--- config.mk ---
export PLATFORM = sky130hd
export DESIGN_NAME = fifo_sum_reducer
export DESIGN_NICKNAME = d
export VERILOG_FILES = /design/src/rtl/fifo_sum_reducer.sv
export SDC_FILE = /design/constraint.sdc
export NUM_CORES = 1
export LEC_CHECK = 0
export ABC_AREA = 1
export CORE_ASPECT_RATIO = 1.5
export CORE_MARGIN = 4
export CORE_UTILIZATION = 50
export DETAILED_ROUTE_END_ITERATION = 7
export DONT_BUFFER_PORTS = 1
export RECOVER_POWER = 50
export SETUP_SLACK_MARGIN = 0.02
export SLEW_MARGIN = 20
export SYNTH_ARGS = -nofsm -noshare
export SYNTH_HDL_FRONTEND = slang
export SYNTH_SLANG_ARGS = --single-unit
--- constraint.sdc ---
create_clock -name clk -period 2.38 [get_ports clk]
set_input_delay 0.357 -clock clk [delete_from_list [all_inputs] [get_ports clk]]
set_output_delay 0.357 -clock clk [all_outputs]
set_load 0.01 [all_outputs]
--- src/rtl/fifo_sum_reducer.sv ---
// Pops elements from a first-word fall-through fifo and emits the sum of each group of GROUP
// elements. A flush closes a partial group early.
module fifo_sum_reducer #(
  parameter int unsigned DATAW = 8,
  parameter int unsigned GROUP = 4,
  parameter int unsigned SUMW  = 10
) (
  input  logic             clk,
  input  logic             rst,
  input  logic             fifo_empty,
  input  logic [DATAW-1:0] fifo_rdata,
  output logic             fifo_r,
  input  logic             flush,
  output logic [SUMW-1:0]  sum_data,
  output logic             sum_partial,
  output logic             sum_valid,
  input  logic             sum_ready
);

  localparam int unsigned CNTW = $clog2(GROUP + 1);
  localparam logic [CNTW-1:0] GroupCnt = CNTW'(GROUP);

  typedef enum logic {StAcc, StHold} state_e;

  state_e            state_q, state_d;
  logic [SUMW-1:0]   acc_q, acc_d;
  logic [CNTW-1:0]   cnt_q, cnt_d;
  logic [SUMW-1:0]   sum_data_q, sum_data_d;
  logic              partial_q, partial_d;

  logic              pop;
  logic [CNTW-1:0]   cnt_inc;
  logic [SUMW-1:0]   acc_inc;

  always_ff @(posedge clk) begin
    if (rst) begin
      state_q    <= StAcc;
      acc_q      <= '0;
      cnt_q      <= '0;
      sum_data_q <= '0;
      partial_q  <= 1'b0;
    end else begin
      state_q    <= state_d;
      acc_q      <= acc_d;
      cnt_q      <= cnt_d;
      sum_data_q <= sum_data_d;
      partial_q  <= partial_d;
    end
  end

  always_comb begin
    // Gating with rst keeps the pop request low for the whole reset, not just after its edge.
    pop     = (state_q == StAcc) && !fifo_empty && !rst;
    cnt_inc = cnt_q + {{(CNTW-1){1'b0}}, pop};
    acc_inc = acc_q + (pop ? SUMW'(fifo_rdata) : '0);

    state_d    = state_q;
    acc_d      = acc_q;
    cnt_d      = cnt_q;
    sum_data_d = sum_data_q;
    partial_d  = partial_q;

    unique case (state_q)
      StAcc: begin
        acc_d = acc_inc;
        cnt_d = cnt_inc;
        // A same-cycle pop counts toward the group being closed by flush.
        if ((pop && (cnt_inc == GroupCnt)) || (flush && (cnt_inc != '0))) begin
          state_d    = StHold;
          sum_data_d = acc_inc;
          partial_d  = (cnt_inc != GroupCnt);
        end
      end
      StHold: begin
        if (sum_ready) begin
          state_d = StAcc;
          acc_d   = '0;
          cnt_d   = '0;
        end
      end
      default: state_d = StAcc;
    endcase
  end

  assign fifo_r      = pop;
  assign sum_valid   = (state_q == StHold) && !rst;
  assign sum_data    = sum_data_q;
  assign sum_partial = partial_q;

endmodule

Word level (Yosys, flattened, before mapping)
Cells that the tools add are included.
{"block": "word_totals", "regBits": 25, "inputBits": 13, "out_inout_bits": 13, "elab_cells": 29}
{"block": "op_classes", "n_addsub": 2, "n_eq_ne": 3, "mux": 8, "bitwise_logic": 1, "n_reduce_logical": 10}
{"operator": "$pmux W10 S2", "count": 1}
{"operator": "$add A10 B8 Y10", "count": 1}
{"operator": "$mux W10", "count": 1}
{"operator": "$mux W8", "count": 1}
{"operator": "$pmux W3 S2", "count": 1}
{"operator": "$logic_and A1 B1 Y1", "count": 5}
{"operator": "$add A3 B1 Y3", "count": 1}
{"operator": "$eq A3 B3 Y1 const B", "count": 1}
{"operator": "$mux W3", "count": 1}
{"operator": "$ne A3 B3 Y1 const B", "count": 1}
{"operator": "$reduce_bool A3 Y1", "count": 1}
{"operator": "$logic_not A1 Y1", "count": 2}
{"operator": "$mux W1", "count": 2}
{"operator": "$ne A2 B2 Y1 const B", "count": 1}
{"operator": "$pmux W1 S2", "count": 1}
{"operator": "$reduce_and A2 Y1", "count": 1}
{"operator": "$logic_or A1 B1 Y1", "count": 1}
{"operator": "$not A1 Y1", "count": 1}

Depth between registers and ports, before layout
{"block": "depth", "ltp_word": 9, "mapped_depth": 17}

Worst setup path after synthesis
No wires, ideal clock.
{"block": "synth_timing", "path_kind": "input to register", "startpoint": "input port rst", "endpoint": "register sum_data_q[7], in the netlist sum_data[7]", "setup_ns": 0.113, "t_arrival_ns": 1.885, "required_ns": 2.267, "path_slack_ns": 0.381, "stages": 13, "path_cell_list": "inv_2 > nand2_2 > inv_1 > ha_1 > ha_1 > nor2_1 > inv_1 > o21ai_2 > inv_2 > nor2_8 > inv_1 > o21ai_1 > inv_1"}
{"block": "synth_between", "elab_chain_cells": 7, "word_cells_on_any_way": 11}
{"item": "start, declared", "line": "9", "source": "input logic rst,"}
{"item": "$logic_not A1 Y1 *", "line": "53", "source": "pop = (state_q == StAcc) && !fifo_empty && !rst;"}
{"item": "$logic_and A1 B1 Y1 *", "line": "53"}
{"item": "net fifo_r", "line": "12", "source": "output logic fifo_r,"}
{"item": "$add A3 B1 Y3", "line": "54", "source": "cnt_inc = cnt_q + {{(CNTW-1){1'b0}}, pop};"}
{"item": "$eq A3 B3 Y1 or $reduce_bool A3 Y1 (tied branches)", "line": "68", "source": "if ((pop && (cnt_inc == GroupCnt)) || (flush && (cnt_inc != '0))) begin"}
{"item": "$logic_and A1 B1 Y1", "line": "68"}
{"item": "$logic_or A1 B1 Y1", "line": "68"}
{"item": "$reduce_and A2 Y1 (no line)"}
{"item": "end signal, assigned", "line": "46", "source": "sum_data_q <= sum_data_d;"}
{"item": "end, declared", "line": "28", "source": "logic [SUMW-1:0] sum_data_q, sum_data_d;"}
The timed path passes the listed nets; every way through them passes the cells marked *.
A chain may end at the register's enable or synchronous reset.

Worst setup path after layout
{"block": "layout_timing", "startpoint": "register state_q", "endpoint": "register sum_data_q[0], in the netlist sum_data[0]"}
{"block": "layout_between", "elab_chain_cells": 8, "word_cells_on_any_way": 12}
{"item": "start, declared", "line": "25", "source": "state_e state_q, state_d;"}
{"item": "start signal, assigned", "line": "37", "source": "state_q <= StAcc;"}
{"item": "start signal, assigned", "line": "43", "source": "state_q <= state_d;"}
{"item": "$not A1 Y1 *"}
{"item": "$logic_and A1 B1 Y1 * (2 in a row)", "line": "53"}
{"item": "net fifo_r", "line": "12"}
{"item": "$add A3 B1 Y3", "line": "54"}
{"item": "$eq A3 B3 Y1 or $reduce_bool A3 Y1 (tied branches)", "line": "68"}
{"item": "$logic_and A1 B1 Y1", "line": "68"}
{"item": "$logic_or A1 B1 Y1", "line": "68"}
{"item": "$reduce_and A2 Y1 (no line)"}
Marks and branches as above.

==> flow_summary.ini <==
[status]
outcome = finished clean

[global_route]
gr-total-overflow = 0
grt_pass1_wl_mm = 5.51
grt_pass1_vias = 1299
gr-usage-all-layers_pct = 18.8
grt_antenna_before_repair = 0
grt_max_degree = 21

[final_layout]
drive_gt1_share_pct = 7.76
syn_to_final_growth_pct = 5.99
finalNetCount = 244
diodes = 0
fillers = 274
stdcell_count = 256

[power]
seqPwrFrac_pct = 51.1
p_clk_share_pct = 25.1
ir_drop_mv = 0.428
power-per-cell-area_nw_per_um2 = 651
p_leak_nw = 0.775
comb_power_share_pct = 23.9
power_w = 0.00101
p_sw_w = 0.000332
p_int_w = 0.000675
swShare_pct = 33.0

[placement]
dp_worst_setup_slack_ns = 0.174
place_hpwl_mm = 2.57
dp_cells = 252
routabilityCongestion = 0.855
port_buffers = 0

[logic_synthesis]
yosysWarningCount = 0
syn_nets = 241
synth_enable_flop_cells = 0
ys.flop_type = dfxtp_1
syn_inst = 217
synthesis.area_um2 = 1460
yosys_register_bits = 25
ys_types = 28
synthArstFlopShare_pct = 0
synth_area_per_cell_um2 = 6.73
ys_seq_area_share_pct = 34.2

[setup_path]
crit_type = flop to flop
cp_max_fo = 8
worstSetupEndpointType = flop
cp.arrival_ns = 2.31
cp-start-kind = flop
required_ns = 2.55

[sta]
setup_slack_ns = 0.232
maxClockFrequency_mhz = 466
tns_ns = 0
slew_headroom_pct = 66.2
fin_crit_ns = 2.15
finalHoldViolCount = 0
timing.final.crit_share_pct = 90.3
worstMarginPinSlew_ns = 0.504
fin_hold_ws_ns = 0.146
setup_violations = 0
finClkSkew_ns = 0.00281
slew_viol_final = 0
rsz0062_at_grt = no

[floorplan]
rows = 23
fp.dieW_um = 52.1
core_um2 = 2730
initial_utilization_pct = 53.5
die_area_um2 = 3870
fp.dieH_um = 74.2
pin_count = 26

[detailed_routing]
drt.antenna.violating_nets = 0
first_pass_iters = 4
post_drt_wl_per_cell_um = 12.8
wl_mm = 3.27
vias_per_cell = 5.10
drt_iter0_drc = 25
vias = 1305
drc_errors = 0

[flow_run]
cap_violations = 0

[cts]
ctsResizeCount = 0
cts_tree = done
cts.clk_slew.worst_paths_ns = 0.09
cts_made_buffers = 3
ctsHoldBuffers = 0
htreeDepth = 1
cts_sinks = 25
cts_root_buffer = clkbuf_8
clockBufferDepth = 2
insertion_delay_ns = 0.26
cts_setup_buffers = 0

[min_path]
hold_path.class = primary input to flop
through the flow:
stage,area [um2],util (%)
finish,1550,56.7
global route,1550,56.7
CTS,1550,56.6
detailed placement,1500,55.0
global placement,1500,55.0
floorplan,1460,-
synth_stat cells, types with 2 or more instances:
library cell  count  share of area (%)
nand2_1          58                 15
nor2_1           33                8.5
inv_1            28                7.2
dfxtp_1          25                 34
a21oi_1          19                6.5
nand3_1          11                3.8
ha_1             10                8.6
o21ai_0           4                1.4
o21ai_1           4                1.4
clkbuf_1          3               0.77
inv_2             2               0.51
o21ai_2           2                1.2
xnor2_1           2                1.2
xor2_1            2                1.2
cell families (layout without fill, tap and decap cells):
group                    Yosys count  in the layout  share of synthesized area [%]
adder cells (fa/ha/maj)           11             11                           9.93
XOR/XNOR                           4              4                           2.40
buffers and inverters             35             37                           9.59
AO/OA/AOI/OAI                     34             34                           13.1
AND/OR/NAND/NOR                  108            108                           30.7
flip-flops                        25             25                           34.2
power groups by stage:
stage / Clock (W) / Sequential (W) / Combinational (W)
after floorplan: 0 / 0.000514 / 0.000200
after global placement: 0 / 0.000525 / 0.000235
after detailed placement: 0 / 0.000526 / 0.000240
after CTS: 0.000260 / 0.000516 / 0.000241
after global routing: 0.000277 / 0.000523 / 0.000276
final: 0.000253 / 0.000514 / 0.000241
layout by cell type, fill, tap and decap left out, drive strengths merged:
master	n
xnor2	2
buf	2
o22ai	1
nand3b	1
nand3	11
fa	1
a21oi	20
xor2	2
dfxtp	25
o21a	1
clkbuf	5
a21boi	1
clkinvlp	1
or2	1
a2bb2oi	1
inv	29
nand4	1
ha	10
nor2	35
o21ai	10
nand2	59
layer usage:
metal	vias up	track usage (%)	share of wire, %
li1	684	-	-
met1	579	19.2	41
met2	32	35.4	52
met3	10	3.81	4.2
met4	0	9.09	2.7
met5	-	0	0
sequential cells by signal, indices dropped and copies added (netlist names):
register and cells:
acc_q 10, cnt_q 3, state_q 1, sum_data 10, sum_partial 1
worst max-delay path, stage by stage (launching register included):
cell        delay (ns)
dfxtp_2           0.37
nor2_2            0.05
nand2_2           0.10
inv_2             0.08
ha_1              0.18
ha_1              0.28
nor2_1            0.15
inv_1             0.08
o21ai_2           0.15
inv_2             0.07
nor2_8            0.13
clkinvlp_4        0.19
o21ai_1           0.17
nor2_1            0.05
final cells by class:
cell class | count | area (um2) | area share [%]
tap | 37 | 46.3 | 2.99
multi-input combinational | 157 | 821 | 53.0
inverter | 30 | 116 | 7.51
clock buffer | 4 | 45.0 | 2.91
timing repair buffer | 3 | 18.8 | 1.21
sequential | 25 | 502 | 32.4
path summary, 6_finish.rpt:
| kind | slack (ns) | startpoint | to | cells past startpoint |
|---|---|---|---|---|
| worst max-delay path | 0.23 | state_q | sum_data[0] | 13 |
| worst max register to register | 0.23 | state_q | sum_data[0] | 13 |
| worst min-delay path | 0.15 | rst | state_q | 1 |
| worst min register to register | 0.47 | cnt_q[0] | cnt_q[0] | 2 |
Power figures use the tool's default switching activity.
